$ cat src/rtl/arb_mux_pipe_pkg.sv
// Shared constants and width helpers for the arb_mux_pipe selector.
// Imported by the top level and by the round-robin picker.
package arb_mux_pipe_pkg;

    localparam int MODE_SEL = 0;
    localparam int MODE_RR  = 1;

    function automatic int clog2(input int n);
        int r;
        r = 0;
        for (int i = 0; i < 32; i++) begin
            if ((1 << r) < n) r++;
        end
        return r;
    endfunction

    // Index width for CHANNELS channels; a single channel still needs one bit.
    function automatic int sel_width(input int n);
        return (n <= 1) ? 1 : clog2(n);
    endfunction

endpackage

$ cat src/rtl/arb_mux_pipe_rr_pick.sv
// Round-robin picker: the first set request at or above ptr, wrapping modulo CHANNELS.
// Purely combinational: rotate, priority-encode, then unrotate.
module rr_pick
    import arb_mux_pipe_pkg::*;
#(
    parameter int CHANNELS = 4,
    parameter int SELW     = sel_width(CHANNELS)
) (
    input  logic [CHANNELS-1:0] req,
    input  logic [SELW-1:0]     ptr,
    output logic [SELW-1:0]     gnt_idx,
    output logic                gnt_any
);

    logic [2*CHANNELS-1:0] rot2;
    logic [CHANNELS-1:0]   rot;
    logic [SELW:0]         sum;

    always_comb begin
        // NOTE: every output gets a default before the loop so no path leaves it unassigned (no latch).
        gnt_idx = '0;
        gnt_any = 1'b0;
        sum     = '0;
        rot2    = {req, req} >> ptr;
        rot     = rot2[CHANNELS-1:0];
        // Descending scan so the lowest rotated position, i.e. nearest to ptr, wins.
        for (int i = CHANNELS - 1; i >= 0; i--) begin
            if (rot[i]) begin
                sum = {1'b0, ptr} + (SELW+1)'(i);
                if (sum >= (SELW+1)'(CHANNELS)) sum = sum - (SELW+1)'(CHANNELS);
                gnt_idx = sum[SELW-1:0];
                gnt_any = 1'b1;
            end
        end
    end

endmodule

$ cat src/rtl/arb_mux_pipe.sv
// N-channel W-bit selector with one registered output stage and valid/ready handshakes.
// Data is chosen by external select (MODE_SEL) or by round-robin arbitration (MODE_RR).
module arb_mux_pipe
    import arb_mux_pipe_pkg::*;
#(
    parameter int WIDTH    = 5,
    parameter int CHANNELS = 4,
    parameter int MODE     = MODE_SEL,
    parameter int SELW     = sel_width(CHANNELS)
) (
    input  logic                      clk,
    input  logic                      rst,
    input  logic [CHANNELS*WIDTH-1:0] in_data,
    input  logic [CHANNELS-1:0]       in_valid,
    output logic [CHANNELS-1:0]       in_ready,
    input  logic [SELW-1:0]           sel,
    output logic [WIDTH-1:0]          out_data,
    output logic [SELW-1:0]           out_chan,
    output logic                      out_valid,
    input  logic                      out_ready
);

    logic [WIDTH-1:0]    out_data_q, out_data_d;
    logic [SELW-1:0]     out_chan_q, out_chan_d;
    logic                out_valid_q, out_valid_d;
    logic [SELW-1:0]     ptr_q, ptr_d;

    logic [SELW-1:0]     rr_idx;
    logic                rr_any;
    logic                can_load;
    logic                sel_ok;
    logic [SELW-1:0]     grant_idx;
    logic                grant_any;
    logic [CHANNELS-1:0] ready_w;
    logic [WIDTH-1:0]    pick_data;
    logic                xfer;

    rr_pick #(
        .CHANNELS (CHANNELS),
        .SELW     (SELW)
    ) u_rr_pick (
        .req     (in_valid),
        .ptr     (ptr_q),
        .gnt_idx (rr_idx),
        .gnt_any (rr_any)
    );

    always_comb begin
        can_load = !out_valid_q || out_ready;
        sel_ok   = ({1'b0, sel} < (SELW+1)'(CHANNELS));
        if (MODE == MODE_RR) begin
            grant_idx = rr_idx;
            grant_any = can_load && rr_any;
        end else begin
            grant_idx = sel;
            grant_any = can_load && sel_ok;
        end
    end

    // Ready is gated by rst so no channel sees a handshake while the stage is being cleared.
    always_comb begin
        ready_w   = '0;
        pick_data = '0;
        for (int k = 0; k < CHANNELS; k++) begin
            ready_w[k] = !rst && grant_any && (grant_idx == SELW'(k));
            if (ready_w[k]) pick_data = in_data[k*WIDTH +: WIDTH];
        end
        xfer = |(in_valid & ready_w);
    end

    always_comb begin
        out_data_d  = out_data_q;
        out_chan_d  = out_chan_q;
        out_valid_d = out_valid_q;
        ptr_d       = ptr_q;
        if (xfer) begin
            out_data_d  = pick_data;
            out_chan_d  = grant_idx;
            out_valid_d = 1'b1;
            if (MODE == MODE_RR) begin
                if ({1'b0, grant_idx} == (SELW+1)'(CHANNELS - 1)) ptr_d = '0;
                else                                              ptr_d = grant_idx + SELW'(1);
            end
        end else if (out_ready) begin
            out_valid_d = 1'b0;
        end
    end

    always_ff @(posedge clk or posedge rst) begin
        // NOTE: state registers use non-blocking assignment so all of them update together at the edge.
        if (rst) begin
            out_data_q  <= '0;
            out_chan_q  <= '0;
            out_valid_q <= 1'b0;
            ptr_q       <= '0;
        end else begin
            out_data_q  <= out_data_d;
            out_chan_q  <= out_chan_d;
            out_valid_q <= out_valid_d;
            ptr_q       <= ptr_d;
        end
    end

    assign in_ready  = ready_w;
    assign out_data  = out_data_q;
    assign out_chan  = out_chan_q;
    assign out_valid = out_valid_q;

endmodule
$ cat config.mk
export PLATFORM = sky130hd
export DESIGN_NAME = arb_mux_pipe
export DESIGN_NICKNAME = d
export VERILOG_FILES = /design/src/rtl/arb_mux_pipe_pkg.sv /design/src/rtl/arb_mux_pipe_rr_pick.sv /design/src/rtl/arb_mux_pipe.sv
export SDC_FILE = /design/constraint.sdc
export NUM_CORES = 1
export LEC_CHECK = 0
export ABC_AREA = 1
export CAP_MARGIN = 10
export CORE_MARGIN = 1.5
export CORE_UTILIZATION = 40
export CTS_BUF_LIST = sky130_fd_sc_hd__clkbuf_8
export CTS_CLUSTER_SIZE = 14
export DETAILED_ROUTE_END_ITERATION = 6
export GPL_TIMING_DRIVEN = 0
export PLACE_DENSITY = 0.86
export SYNTH_ARGS = -nofsm -noshare
export SYNTH_HDL_FRONTEND = slang
export SYNTH_SLANG_ARGS = --single-unit
$ cat constraint.sdc
create_clock -name clk -period 3.3 [get_ports clk]
set_clock_uncertainty 0.05 [all_clocks]
set_input_delay 0.99 -clock clk [delete_from_list [all_inputs] [get_ports clk]]
set_output_delay 0.99 -clock clk [all_outputs]
set_load 0.02 [all_outputs]
==> out/metrics.cfg <==
[cells_and_area]
final_cell_count_no_fill = 163
final_core_util_pct = 73.6
layout-drive-gt1-share_pct = 17.0
nNetsFinal = 178
nFillCells = 131
antenna_cells = 0
area_growth_pct = 71.0
design_area_sq_um = 1120

[synth]
yosysSeqAreaShare_pct = 30.5
synth_edf_count = 0
synth_area_sq_um = 656
synth.most_common_cell = nand2_1
ys_top_cells_by_count = nand2_1 (38), nand4_1 (23), inv_1 (14)
synth_area_leader_cell = dfrtp_1
yosys.area.top_type_share_pct = 30.5
ys_ff_latch = 8
syn_inst = 104
synth.area.top_cells = dfrtp_1 (31%), nand4_1 (22%), nand2_1 (22%)
synth_cell_types = 15
avgSynthCellArea_sq_um = 6.30
ys.flop_type = dfrtp_1
synthArstFlopShare_pct = 100
yosysWarningCount = 0
synth_nets = 133

[worst_setup_path]
crit_path_cell_trace = clkdlybuf4s50_1 > inv_1 > a21oi_2 > inv_2 > nor3_2 > clkdlybuf4s15_2
critPathMaxFanout = 4
reg2reg_depth = 8
cp_num_cells = 6
crit_required_ns = 2.26
cp_slowest_cell = clkdlybuf4s50_1
critPathMaxStageDelay_ns = 0.46
arrival_ns = 2.13
crit_type = in -> out
cpLargestDelayFamily = buffers and inverters
critPathLaunchType = input port
worst_setup_path_end_kind = output pin
critPathBufInv = 4

[grt]
track_usage_pct = 22.6
grt_pass1_wl_mm = 3.26
grt_pass1_vias = 822
grt_max_degree = 18
antenna_found_initial = 0
grt_overflow = 0

[power_and_ir_drop]
cellPowerDensity_nw_per_um2 = 371
clock_power_share_pct = 27.5
intPower_mw = 0.281
cellLeakagePower_nw = 0.558
switching_share_pct = 32.5
seq_power_share_pct = 31.0
combPwrFrac_pct = 41.6
p_sw_mw = 0.135
vdd_drop_max_uv = 216
p_total_mw = 0.416

[floorplanning]
core-area_sq_um = 1520
pin_count = 41
std_cell_rows = 14
die-area_sq_um = 1890
initial_utilization_pct = 43.0
die_h_microns = 43.5
die_w_microns = 43.5

[routing]
drc = 0
via_per_inst = 5.20
drtIter0Drc = 27
wire_per_inst_microns = 11.4
dr_total_vias = 848
wl_mm = 1.86
final_antenna_net_count = 0
dr.pass1.iters = 4

[worst_hold_path]
hp-class = reg -> reg
min_delay_path_depth = 2

[sta]
drv_slew = 0
relSlewSlack_pct = 74.6
postLayoutSetupSlackWorst_ns = 0.128
fin_crit_sh_pct = 96.1
whs_ns = 0.414
finalHoldViolCount = 0
rsz0062_at_grt = false
tns_ns = 0
setup_viol = 0
tightest_slew_ns = 0.381
fmax_mhz = 315
fin_crit_ns = 3.17

[cts]
cts_setup_buffers = 0
cts_made_buffers = 3
htree_levels = 1
cts_root_buffer = clkbuf_8
cts_tree = built
clk_pin_slew_ns = 0.04
cts.sinks = 8
clockBufferDepth = 2
insertion_delay_ns = 0.22

[placement]
dp_slack_ns = -0.366
numPortBuffers = 40
place.gp.congestion = 0.783
dpl.hpwl_mm = 1.52
dp.cells = 160
place_area_sq_um = 1080

[run_status]
status = finished clean

[run]
drv_cap = 0

==> registers in the layout (all words and copies together) (netlist names) <==
name / count
out_chan: 2
out_data: 5
out_valid: 1
==> repair_timing <==
item | in CTS | in global routing
gates resized for setup | 12 | 9
endpoints found under the setup margin | 4 | 4
hold buffers | 0 | 0
==> metal layers <==
| metal | track usage, % | vias up | part of all wire [%] |
|---|---|---|---|
| li1 | - | 430 | - |
| met1 | 27.3 | 365 | 42 |
| met2 | 41.5 | 51 | 50 |
| met3 | 2.50 | 2 | 7.2 |
| met4 | 7.27 | 0 | 1.1 |
| met5 | 0 | - | 0 |
==> power by group through the flow <==
stage               Combinational, mW  Clock, mW  Sequential (mW)
CTS                             0.172      0.116            0.129
finish                          0.173      0.114            0.129
detailed placement              0.174          0            0.131
floorplan                      0.0567          0            0.154
global placement                0.170          0            0.129
global route                    0.189      0.121            0.132
==> final timing paths <==
path	start	endpoint	slack, ns
max in group asynchronous	rst	out_data[2]	1.70
setup reg to reg	out_valid	out_data[1]	1.97
hold reg to reg	out_chan[1]	out_chan[1]	0.41
setup / recovery	out_ready	in_ready[1]	0.13
hold / removal	out_chan[1]	out_chan[1]	0.41
min in group asynchronous	rst	out_valid	1.26
==> cells in the final DEF, fill, tap and decap left out, drive strengths merged <==
cell type / count
dlygate4sd2: 2
nor3: 3
nor2: 5
nand3: 1
clkdlybuf4s15: 2
dfrtp: 8
inv: 18
clkbuf: 5
buf: 4
nand2: 41
clkdlybuf4s50: 34
nand4: 23
a21oi: 1
==> cell families after synthesis <==
| kind of cell | count (synthesis) | synth area share (%) |
|---|---|---|
| AND/OR/NAND/NOR | 73 | 55.5 |
| flip-flops | 8 | 30.5 |
| AO/OA/AOI/OAI | 1 | 0.763 |
| buffers and inverters | 22 | 13.2 |
==> worst register-to-register path: cells and delay by family (launching register included) <==
kind | cells | cell delay [ns]
buffers and inverters | 2 | 0.28
DFF | 1 | 0.40
and+or+nand+nor | 6 | 0.53
==> cell type report <==
class	count	area (sq um)	area share, %
buffer	4	18.8	1.67
clock buffer	3	41.3	3.68
inverter	18	67.6	6.03
multi-input combinational	74	383	34.2
sequential	8	200	17.9
tap	16	20.0	1.79
timing repair buffer	40	390	34.8
No activity file was read; power rests on OpenSTA's default activity.
